**config.mk**
```make
export PLATFORM = sky130hd
export DESIGN_NAME = arbiter_v2
export DESIGN_NICKNAME = d
export VERILOG_FILES = /design/src/rtl/arbiter_v2.sv
export SDC_FILE = /design/constraint.sdc
export NUM_CORES = 1
export LEC_CHECK = 0
export ABC_AREA = 0
export CAP_MARGIN = 5
export CELL_PAD_IN_SITES_DETAIL_PLACEMENT = 0
export CELL_PAD_IN_SITES_GLOBAL_PLACEMENT = 1
export CORE_ASPECT_RATIO = 0.75
export CORE_MARGIN = 8
export CORE_UTILIZATION = 39
export DETAILED_ROUTE_END_ITERATION = 10
export PLACE_DENSITY_LB_ADDON = 0.3
export SYNTH_ARGS = -nofsm -noshare
export SYNTH_HDL_FRONTEND = slang
export SYNTH_SLANG_ARGS = --single-unit
```
**constraint.sdc**
```tcl
create_clock -name clock -period 1.6 [get_ports clock]
set_input_delay 0.32 -clock clock [delete_from_list [all_inputs] [get_ports clock]]
set_output_delay 0.32 -clock clock [all_outputs]
set_load 0.05 [all_outputs]
```
**src/rtl/arbiter_v2.sv**
```systemverilog
// arbiter_v2: grants one bus master at a time, using fixed-priority or round-robin
// arbitration. It then sequences the address setup, the target handshake and the
// transfer-ending strobe, and flags a timeout when the target never answers.
module arbiter_v2 #(
  parameter int unsigned DEVICE_MAX_NUMBER = 4,
  parameter int unsigned CLK_MAX_TIMEOUT   = 12,
  parameter int unsigned ADDR_SETUP        = 2,
  parameter int unsigned ARB_MODE          = 0
) (
  input  logic                                 clock,
  input  logic                                 nreset,
  input  logic [DEVICE_MAX_NUMBER-1:0]         barq,
  output logic [DEVICE_MAX_NUMBER-1:0]         bagd,
  output logic [$clog2(DEVICE_MAX_NUMBER)-1:0] grant_idx,
  output logic                                 busy,
  output logic                                 addressvalid,
  input  logic                                 TargetReady,
  output logic                                 DataStrobe,
  output logic                                 Error
);

  localparam int unsigned N      = DEVICE_MAX_NUMBER;
  localparam int unsigned IdxW   = $clog2(DEVICE_MAX_NUMBER);
  localparam int unsigned ToW    = $clog2(CLK_MAX_TIMEOUT + 1);
  localparam int unsigned SetupW = $clog2(ADDR_SETUP + 1);

  typedef enum logic [2:0] {
    StIdle   = 3'd0,
    StSetup  = 3'd1,
    StWait   = 3'd2,
    StStrobe = 3'd3,
    StEnd    = 3'd4
  } stateT;

  stateT             state;
  logic [IdxW-1:0]   rrPtr;
  logic [ToW-1:0]    timeoutCnt;
  logic [SetupW-1:0] setupCnt;

  logic [IdxW-1:0]   winner;
  logic [IdxW-1:0]   cand;
  logic              found;
  logic [IdxW-1:0]   nextPtr;
  logic [N-1:0]      winnerOneHot;

  // Pick the first requester: from index 0 (fixed) or from the rotating pointer (round-robin)
  always_comb begin
    winner = '0;
    found  = 1'b0;
    cand   = '0;
    for (int unsigned i = 0; i < N; i++) begin
      if (ARB_MODE == 1) cand = IdxW'((32'(rrPtr) + i) % N);
      else               cand = IdxW'(i);
      if (!found && barq[cand]) begin
        found  = 1'b1;
        winner = cand;
      end
    end
  end

  // Round-robin pointer moves just past the winner, wrapping at the last master
  always_comb begin
    nextPtr = (32'(winner) == N - 1) ? '0 : winner + IdxW'(1);
  end

  // One-hot form of the winning index for the grant vector
  always_comb begin
    winnerOneHot         = '0;
    winnerOneHot[winner] = 1'b1;
  end

  // Transfer sequencer: the state, the counters and all registered outputs
  always_ff @(posedge clock or negedge nreset) begin
    if (!nreset) begin
      state        <= StIdle;
      rrPtr        <= '0;
      timeoutCnt   <= '0;
      setupCnt     <= '0;
      bagd         <= '0;
      grant_idx    <= '0;
      busy         <= 1'b0;
      addressvalid <= 1'b0;
      DataStrobe   <= 1'b0;
      Error        <= 1'b0;
    end else begin
      case (state)
        StIdle: begin
          DataStrobe <= 1'b0;
          Error      <= 1'b0;
          if (|barq) begin
            bagd      <= winnerOneHot;
            grant_idx <= winner;
            busy      <= 1'b1;
            setupCnt  <= '0;
            state     <= StSetup;
            if (ARB_MODE == 1) rrPtr <= nextPtr;
          end
        end
        StSetup: begin
          // Give the address mux ADDR_SETUP cycles to settle before the decode window opens
          if (setupCnt == SetupW'(ADDR_SETUP - 1)) begin
            addressvalid <= 1'b1;
            timeoutCnt   <= '0;
            state        <= StWait;
          end else begin
            setupCnt <= setupCnt + SetupW'(1);
          end
        end
        StWait: begin
          // A ready on the final allowed cycle still counts as a normal completion
          if (TargetReady) begin
            DataStrobe <= 1'b1;
            state      <= StStrobe;
          end else if (timeoutCnt == ToW'(CLK_MAX_TIMEOUT - 1)) begin
            DataStrobe <= 1'b1;
            Error      <= 1'b1;
            state      <= StStrobe;
          end else begin
            timeoutCnt <= timeoutCnt + ToW'(1);
          end
        end
        StStrobe: begin
          DataStrobe   <= 1'b0;
          Error        <= 1'b0;
          bagd         <= '0;
          grant_idx    <= '0;
          busy         <= 1'b0;
          addressvalid <= 1'b0;
          timeoutCnt   <= '0;
          state        <= StEnd;
        end
        StEnd: begin
          // Holds the bus idle for one cycle between consecutive grants
          state <= StIdle;
        end
        default: begin
          state <= StIdle;
        end
      endcase
    end
  end

  // Structural invariants of the grant and strobe outputs
  assert property (@(posedge clock) disable iff (!nreset) $onehot0(bagd));
  assert property (@(posedge clock) disable iff (!nreset) addressvalid |-> (|bagd));
  assert property (@(posedge clock) disable iff (!nreset) DataStrobe |=> !DataStrobe);
  assert property (@(posedge clock) disable iff (!nreset) Error |-> DataStrobe);

endmodule
```
==> metrics, run 1 <==
flops & latches, synth=19; Die Ht=about 61 um; syn_nets=121; Static Leakage=around 0.6 nW; Synth Instances=112; Top Metal Used=met4; Final Hold Viols=0; Synth Flop Type=dfrtp_1; Design Area, Final=1360 um2; final core area utilization=52.7%; HP Class=input pin to async pin; total CTS buffers=3; Slew Viols, Final=0; PD cells=1820 nW/um2; R2R cell count=4; GR Overflow Total=0; EDFF count, synth=0; # diodes=0; GR Util All Layers=12.3%; I/O Buffers=16; Worst R2R End=timeoutCnt[0]; Initial Util=40.4%; cell accounting for the most synthesized area=dfrtp_1; Placed Instances=168; Worst Path Required=1.85 ns; clock skew=between 0.0015 and 0.002 ns; CTS tree=done; # nets final=146; H-tree depth=1; top-area cell type share of the netlist area=45.6%; status=finished clean; Root Buffer=clkbuf_4; most frequent cell after synthesis=dfrtp_1; Post-DP Area=roughly 1300 um2; WL final=2.50 mm; Post-DP HPWL=roughly 1.8 mm; ys async rst share=100%; I/O pin count=17; yosys warns=0; Crit Path Max Fanout=6; hold buffer count at cts=0; Clock Latency Late Sink=0.31 ns; unrepaired setup endpoints after global routing=false; maximum VDD drop=0.951 mV; library cells used by synthesis=44; ANT nets after route=0; Worst Path Arrival=1.78 ns; CP max-delay cell=or4_1; met2 WL=1.10 mm; P&R area growth vs syn=30.6%; Place WS=-0.135 ns; DRC errors left=0; pin count of the biggest net entering global routing=20; Worst setup EP type=register; clock tree sinks=19; Avg Vias per Cell=~5.3; hold slack=0.325 ns; Final Non-Filler Cells=172; Slew headroom=a little under three quarters; fmax=0.652 GHz; post-route worst setup slack=0.0651 ns; Seq/Total Area, Yosys=45.6%; clock period minus worst slack=1.53 ns; via count=910; Final setup viols=0; Total Power=2.48 mW; gpl congestion=0.811; DR pass1 iterations=4; share of layout cells above drive strength 1=a little under a quarter; CP Class=register to register; antenna violations before repair=0; crit-path cells=ha_1 -> and3b_2 -> or4_1 -> o21ai_2; first-pass GRT wire length=4.26 mm; Setup Buffers After CTS=0; Die ar.=4600 um2; max-cap violation count=0; Worst Tran Pin Value=~0.42 ns; DR WL met3=115 um; row count=16; clock slew seen by the registers of the worst setup and hold paths=0.12 ns; Post-Route Setup TNS=0 ns; mapped cell area=1040 um2; most common library cells after synthesis=19 x dfrtp_1, 10 x inv_1, 10 x nor2_1; Startpoint Class=register; worst reg-to-reg setup slack=0.07 ns; Max clock buf depth=2; largest cells by area after synthesis=dfrtp_1 46%, o21ai_0 3.8%, inv_1 3.6%, nor2_1 3.6%, a22o_1 2.5%; r2r startpoint=timeoutCnt[0]; crit-path max cell delay=0.49 ns; syn avg cell area=9.31 um2; vias in the first global route=844; WL per Instance=between 10 and 15 um; Final period util=between 90 and 100%; area of the core=2580 um2; Metal-1 WL=1.26 mm; Iter 0 DRT Violations=44; die width=approximately 76 um
## state kept, by name (all words and copies together) (netlist names)
name          flops
state             3
busy              1
setupCnt          2
bagd              4
Error             1
addressvalid      1
timeoutCnt        4
DataStrobe        1
grant_idx         2
## cell type report
class | instances | area [um2]
Fill cell | 250 | 1220
Sequential cell | 19 | 478
Clock inverter | 1 | 5.00
Timing Repair Buffer | 27 | 280
Inverter | 10 | 37.5
Tap cell | 36 | 45.0
Multi-Input combinational cell | 76 | 493
Clock buffer | 3 | 22.5
## timing repair
action / in CTS / in global routing
endpoints found under the setup margin: 0 / 2
endpoints found under the hold margin: 0 / 0
gates resized for setup: 0 / 4
## power breakdown
group | leakage, nW | internal, mW | switching [mW]
Combinational | 0.336 | 0.600 | 0.783
Clock | 0.0177 | 0.0935 | 0.166
Sequential | 0.244 | 0.644 | 0.195
## per-layer routing
metal  track usage (%)  vias up
met1              16.5      438
met3              3.96        5
met5                 0        -
li1                  -      458
met2              17.9        9
met4              4.09        0
## worst max path at each step
stage                             start            end  slack (ns)  depth (start not counted)
after floorplan           timeoutCnt[0]  timeoutCnt[0]        0.12                          5
final                     timeoutCnt[0]  timeoutCnt[0]        0.07                          4
after detailed placement    TargetReady  timeoutCnt[0]       -0.14                          4
after global routing      timeoutCnt[0]  timeoutCnt[0]       0.005                          4
after global placement      TargetReady  timeoutCnt[0]       -0.11                          4
after CTS                      state[1]  timeoutCnt[0]        0.05                          3
## cell families (layout without fill, tap and decap cells)
family	Yosys count	count (layout)	share of synthesized area, %
AND/OR/NAND/NOR	38	38	20.3
AO/OA/AOI/OAI	36	36	24.1
flip-flops	19	19	45.6
buffers and inverters	17	41	7.56
adder cells (fa/ha/maj)	2	2	2.40
## critical path: cells and delay by family, from the launching register on
| kind | cells | cell delay (ns) |
|---|---|---|
| flops | 1 | 0.42 |
| compound gates | 1 | 0.07 |
| simple gates | 2 | 0.75 |
| fa+ha+maj | 1 | 0.23 |
## placed cells by master (no fill, tap or decap), types with 2 or more instances in the layout
cell type        Yosys  final
dfrtp_1             19     17
buf_4                1     16
inv_1               10     10
nor2_1              10     10
o21ai_0              8      8
clkdlybuf4s50_1      0      6
nand2_1              5      5
buf_12               0      5
a21oi_1              4      4
nand2b_1             3      3
o211ai_1             3      3
o41ai_1              3      3
nand3b_1             3      3
nand3_1              3      3
a22o_1               3      3
clkbuf_4             0      3
nor2b_1              2      2
and3_1               2      2
o22ai_1              2      2
ha_1                 2      2
dfrtp_2              0      2
(Power assumes the default switching activity.)
==> run 2: changes to the inputs <==
--- a/config.mk
+++ b/config.mk
@@ -10,7 +10,6 @@
 export CELL_PAD_IN_SITES_DETAIL_PLACEMENT = 0
 export CELL_PAD_IN_SITES_GLOBAL_PLACEMENT = 1
 export CORE_ASPECT_RATIO = 0.75
-export CORE_MARGIN = 8
 export CORE_UTILIZATION = 39
 export DETAILED_ROUTE_END_ITERATION = 10
 export PLACE_DENSITY_LB_ADDON = 0.3
==> run 2 against run 1 <==
Against the previous run:
- sequential share of layout area grew 0.19 points
- cell count is 1.2% higher
- global-route usage up 7.0 points
- die area shrank 37%
- sequential power decreased by 0.5%
- clock power fell by 4%
- fmax increased by 1.4%
- worst setup slack improved by 0.021 ns
- clock-buffer cell count unchanged
- total power shrank 2.3%
- critical path depth unchanged
- utilization is 3.6 points higher
- critical path type unchanged
- largest cell class unchanged
- highest routed layer unchanged
==> metrics, run 2 (synthesis gave the netlist of run 1 again) <==
CP Class=register to register; Clock Latency Late Sink=0.31 ns (about the same); r2r startpoint=timeoutCnt[0]; H-tree depth=1 (unchanged); Place WS=-0.149 ns (-0.0139 ns); hold slack=0.335 ns (+0.0100 ns); Final setup viols=0 (unchanged); Final Hold Viols=0 (unchanged); WL final=2.36 mm (-5.9%); Worst Path Required=1.84 ns (about the same); post-route worst setup slack=0.0864 ns (+0.0213 ns); share of layout cells above drive strength 1=26.4% (+2.9 points); Final Non-Filler Cells=174 (+1.2%); Worst Tran Pin Value=0.435 ns (+0.0147 ns); Root Buffer=clkbuf_4; Post-DP Area=1290 um2 (-2.5%); Initial Util=43.4% (+3.0 points); HP Class=input pin to async pin; final core area utilization=56.4% (+3.6 points); vias in the first global route=785 (-7.0%); Crit Path Max Fanout=6 (unchanged); first-pass GRT wire length=3.87 mm (-9.2%); GR Overflow Total=0 (unchanged); Max clock buf depth=2 (unchanged); R2R cell count=4 (unchanged); Design Area, Final=1350 um2 (-0.55%); Post-DP HPWL=1.72 mm (-6.9%); via count=917 (+0.77%); WL per Instance=13.5 um (-7.0%); Startpoint Class=register; row count=15 (-1); Iter 0 DRT Violations=61 (+39%); area of the core=2400 um2 (-7.0%); biggest regs=bagd (4), timeoutCnt (4), state (3); Final period util=94.6% (-1.3 points); Worst Path Arrival=1.75 ns (-0.03 ns); Die ar.=2890 um2 (-37%); Avg Vias per Cell=5.27 (-0.39%); total CTS buffers=3 (unchanged); Placed Instances=167 (-0.60%); fmax=0.661 GHz (+1.4%); DR pass1 iterations=4 (unchanged); PD cells=1790 nW/um2 (-1.8%); # diodes=0 (unchanged); gpl congestion=0.782 (-3.5%); Slew Viols, Final=0 (unchanged); hold buffer count at cts=0 (unchanged); clock period minus worst slack=1.51 ns (-0.0213 ns); status=finished clean; worst reg-to-reg setup slack=0.09 ns (+0.02 ns); pin count of the biggest net entering global routing=20 (unchanged); CTS tree=done; P&R area growth vs syn=29.9%; GR Util All Layers=19.3% (+7.0 points); Worst R2R End=timeoutCnt[0]; I/O pin count=17 (unchanged); antenna violations before repair=0 (unchanged); commonest non-fill, non-tap cell in the layout=buf_4; Worst setup EP type=register; clock tree sinks=19 (unchanged); I/O Buffers=16 (unchanged); commonest cells after routing, fill and taps aside=23 x buf_4, 17 x dfrtp_1, 10 x inv_1, 10 x nor2_1, 7 x o21ai_0; max-cap violation count=0 (unchanged); Die Ht=46.8 um (-23%); unrepaired setup endpoints after global routing=false; Total Power=2.42 mW (-2.3%); clock skew=0.00336 ns (+0.00161 ns); # nets final=150 (+2.7%); Post-Route Setup TNS=0 ns (unchanged); Static Leakage=0.604 nW (+1.2%); die width=61.7 um (-18%); clock slew seen by the registers of the worst setup and hold paths=0.11 ns (about the same); ANT nets after route=0 (unchanged); maximum VDD drop=0.784 mV (-18%); Slew headroom=70.6% (-0.99 points); DRC errors left=0 (unchanged)
==> run 2: cell count changes in the layout (fill, tap and decap cells not counted) <==
cell	previous run	this run
buf_12	5	2
buf_4	16	23
ha_1	2	1
ha_2	0	1
o21ai_0	8	7
o21ai_1	0	2
o21ai_2	1	0
or4_1	1	0
or4_4	0	1
==> run 2: metal layers <==
layer	global-route usage, %	share of wire, %	vias up
li1	-	-	463
met2	24.9	41	20
met4	6.67	1.2	0
met5	0	0	-
met3	6.89	4.5	5
met1	29.2	54	429
==> run 2: worst max-delay path by stage <==
stage,endpoint,depth (start not counted),start,slack (ns)
finish,timeoutCnt[0],4,timeoutCnt[0],0.09
global route,bagd[0],4,state[2],0.007
CTS,timeoutCnt[0],4,timeoutCnt[0],0.03
detailed placement,setupCnt[0],4,barq[1],-0.15
global placement,timeoutCnt[0],4,TargetReady,-0.10
floorplan,timeoutCnt[0],5,timeoutCnt[0],0.12
==> run 2: where the power goes <==
group          switching, mW  leakage [nW]  internal (mW)
clock network          0.156        0.0177         0.0935
registers              0.189         0.245          0.645
logic                  0.770         0.342          0.570
==> run 2: layout make-up <==
class	instances	area [um2]
Fill cell	229	1050
Multi-Input combinational cell	76	495
Sequential cell	19	478
Timing Repair Buffer	31	273
Tap cell	34	42.5
Inverter	10	37.5
Clock buffer	3	22.5
Clock inverter	1	5.00
==> run 2: critical path, cell delays in order (launching register included) <==
cell	delay [ns]
dfrtp_1	0.42
ha_2	0.20
and3b_2	0.26
or4_4	0.48
o21ai_1	0.08
==> run 2: timing repair <==
action,in CTS,in global routing
setup endpoints to repair,0,5
buffers inserted,0,3
resized for setup,0,6
==> run 3: changes to the inputs <==
--- a/config.mk
+++ b/config.mk
@@ -10,6 +10,7 @@
 export CELL_PAD_IN_SITES_DETAIL_PLACEMENT = 0
 export CELL_PAD_IN_SITES_GLOBAL_PLACEMENT = 1
 export CORE_ASPECT_RATIO = 0.75
+export CORE_MARGIN = 4
 export CORE_UTILIZATION = 39
 export DETAILED_ROUTE_END_ITERATION = 10
 export PLACE_DENSITY_LB_ADDON = 0.3
==> run 3 against run 2 <==
Against the previous run:
- clock-buffer cell count unchanged
- utilization decreased by 1.4 points
- global-route usage shrank 3.6 points
- critical path depth stayed put
- clock skew up 0.0039 ns
- fmax fell by 1.5%
- total power is 1.3% lower
- hold slack worse by 0.0076 ns
- sequential power shrank 1%
- largest cell class unchanged
- largest power group unchanged
==> metrics, run 3 (synthesis gave the netlist of run 1 again) <==
commonest cells after routing, fill and taps aside=21 x buf_4, 17 x dfrtp_1, 10 x inv_1, 10 x nor2_1, 8 x o21ai_0; Slew headroom=73.5% (+2.9 points); Final Hold Viols=0 (unchanged); DRC errors left=0 (unchanged); die width=67.7 um (+9.7%); Place WS=-0.122 ns (+0.0276 ns); Fillers=223 (-2.6%); CTS tree=done; Static Leakage=0.595 nW (-1.6%); GR Util All Layers=15.7% (-3.6 points); clock period minus worst slack=1.54 ns (+0.0238 ns); WL per Instance=13.7 um (+1.2%); max-cap violation count=0 (unchanged); hold buffer count at cts=0 (unchanged); Post-DP Area=1290 um2 (unchanged); pin count of the biggest net entering global routing=20 (unchanged); maximum VDD drop=0.959 mV (+22%); worst reg-to-reg setup slack=0.06 ns (-0.02 ns); WL final=2.36 mm (unchanged); I/O Buffers=16 (unchanged); Iter 0 DRT Violations=58 (-4.9%); row count=15 (unchanged); Final period util=96.1% (+1.5 points); clock skew=0.00726 ns (+0.00391 ns); Slew Viols, Final=0 (unchanged); hold slack=0.327 ns (-0.00757 ns); PD cells=1800 nW/um2 (+0.40%); footprint of the multi-input gates=488 um2 (-1.5%); gpl congestion=0.756 (-3.3%); HP Class=input pin to async pin; Crit Path Max Fanout=6 (unchanged); status=finished clean; unrepaired setup endpoints after global routing=false; area of the core=2420 um2 (+0.78%); Die Ht=52.8 um (+13%); Max clock buf depth=2 (unchanged); DR pass1 iterations=4 (unchanged); antenna violations before repair=0 (unchanged); Die ar.=3570 um2 (+24%); Worst Path Required=1.83 ns (about the same); Post-DP HPWL=1.83 mm (+6.8%); GR Overflow Total=0 (unchanged); Avg Vias per Cell=5.37 (+1.9%); Final setup viols=0 (unchanged); Initial Util=43.0% (-0.34 points); Sequential Area=478 um2 (unchanged); commonest non-fill, non-tap cell in the layout=buf_4; Startpoint Class=register; I/O pin count=17 (unchanged); biggest regs=bagd (4), timeoutCnt (4), state (3); Total Power=2.39 mW (-1.3%); ANT nets after route=0 (unchanged); Worst Path Arrival=1.77 ns (+0.02 ns); Design Area, Final=1330 um2 (-1.7%); # diodes=0 (unchanged); vias in the first global route=878 (+12%); Root Buffer=clkbuf_4; CP Class=register to register; clock tree sinks=19 (unchanged); P&R area growth vs syn=27.7%; post-route worst setup slack=0.0626 ns (-0.0238 ns); H-tree depth=1 (unchanged); clock slew seen by the registers of the worst setup and hold paths=0.11 ns (about the same); first-pass GRT wire length=4.15 mm (+7.3%); fmax=0.650 GHz (-1.5%); total CTS buffers=3 (unchanged); via count=924 (+0.76%); # nets final=148 (-1.3%); Clock Latency Late Sink=0.30 ns (about the same); Worst Tran Pin Value=0.392 ns (-0.0422 ns); share of layout cells above drive strength 1=23.2% (-3.2 points); Worst setup EP type=register
-- run 3: power breakdown --
part | switching [mW] | leakage [nW] | internal (mW)
clock | 0.153 | 0.0177 | 0.0933
combinational | 0.769 | 0.333 | 0.552
sequential | 0.183 | 0.244 | 0.644
total | 1.10 | 0.595 | 1.29
-- run 3: final cells by class --
type / instances / share of cell area [%]
multi-input combinational: 76 / 36.7
sequential: 19 / 35.9
timing repair buffer: 29 / 19.4
tap: 34 / 3.20
inverter: 10 / 2.82
clock buffer: 3 / 1.69
clock inverter: 1 / 0.376
-- run 3: metal layers --
metal	share of wire (%)	routed length, um	vias to the layer above	global-route usage [%]
met5	0	0	-	0
met4	0.34	8	0	3.03
met3	6.0	141	2	5.58
met2	44	1030	20	23.7
met1	50	1170	436	21.4
li1	-	-	466	-
-- run 3: path summary, 6_finish.rpt --
path / from / to / cells after the start
setup / recovery: timeoutCnt[0] / timeoutCnt[0] / 4
hold / removal: nreset / timeoutCnt[3] / 2
min in group clock: busy / busy / 1
setup reg to reg: timeoutCnt[0] / timeoutCnt[0] / 4
max in group asynchronous: nreset / state[2] / 2
hold reg to reg: busy / busy / 1
-- run 3: through the flow --
| stage | instances | util [%] | setup TNS (ns) |
|---|---|---|---|
| after global placement | 167 | 53.4 | -0.500 |
| final | 172 | 55.0 | 0 |
| after global routing | 172 | 55.0 | 0 |
| after floorplan | 112 | - | 0 |
| after CTS | 171 | 54.6 | 0 |
| after detailed placement | 167 | 53.4 | -0.644 |
-- run 3: timing repair --
action                     CTS  global route
hold endpoints to repair     0             0
setup endpoints to repair    0             5
setup buffers                0             1
gates resized for setup      0             2
-- run 3: worst max-delay path, stage by stage, from the launching register on --
cell,delay [ns]
dfrtp_1,0.42
ha_1,0.23
and3b_1,0.25
or4_1,0.48
o21ai_1,0.09
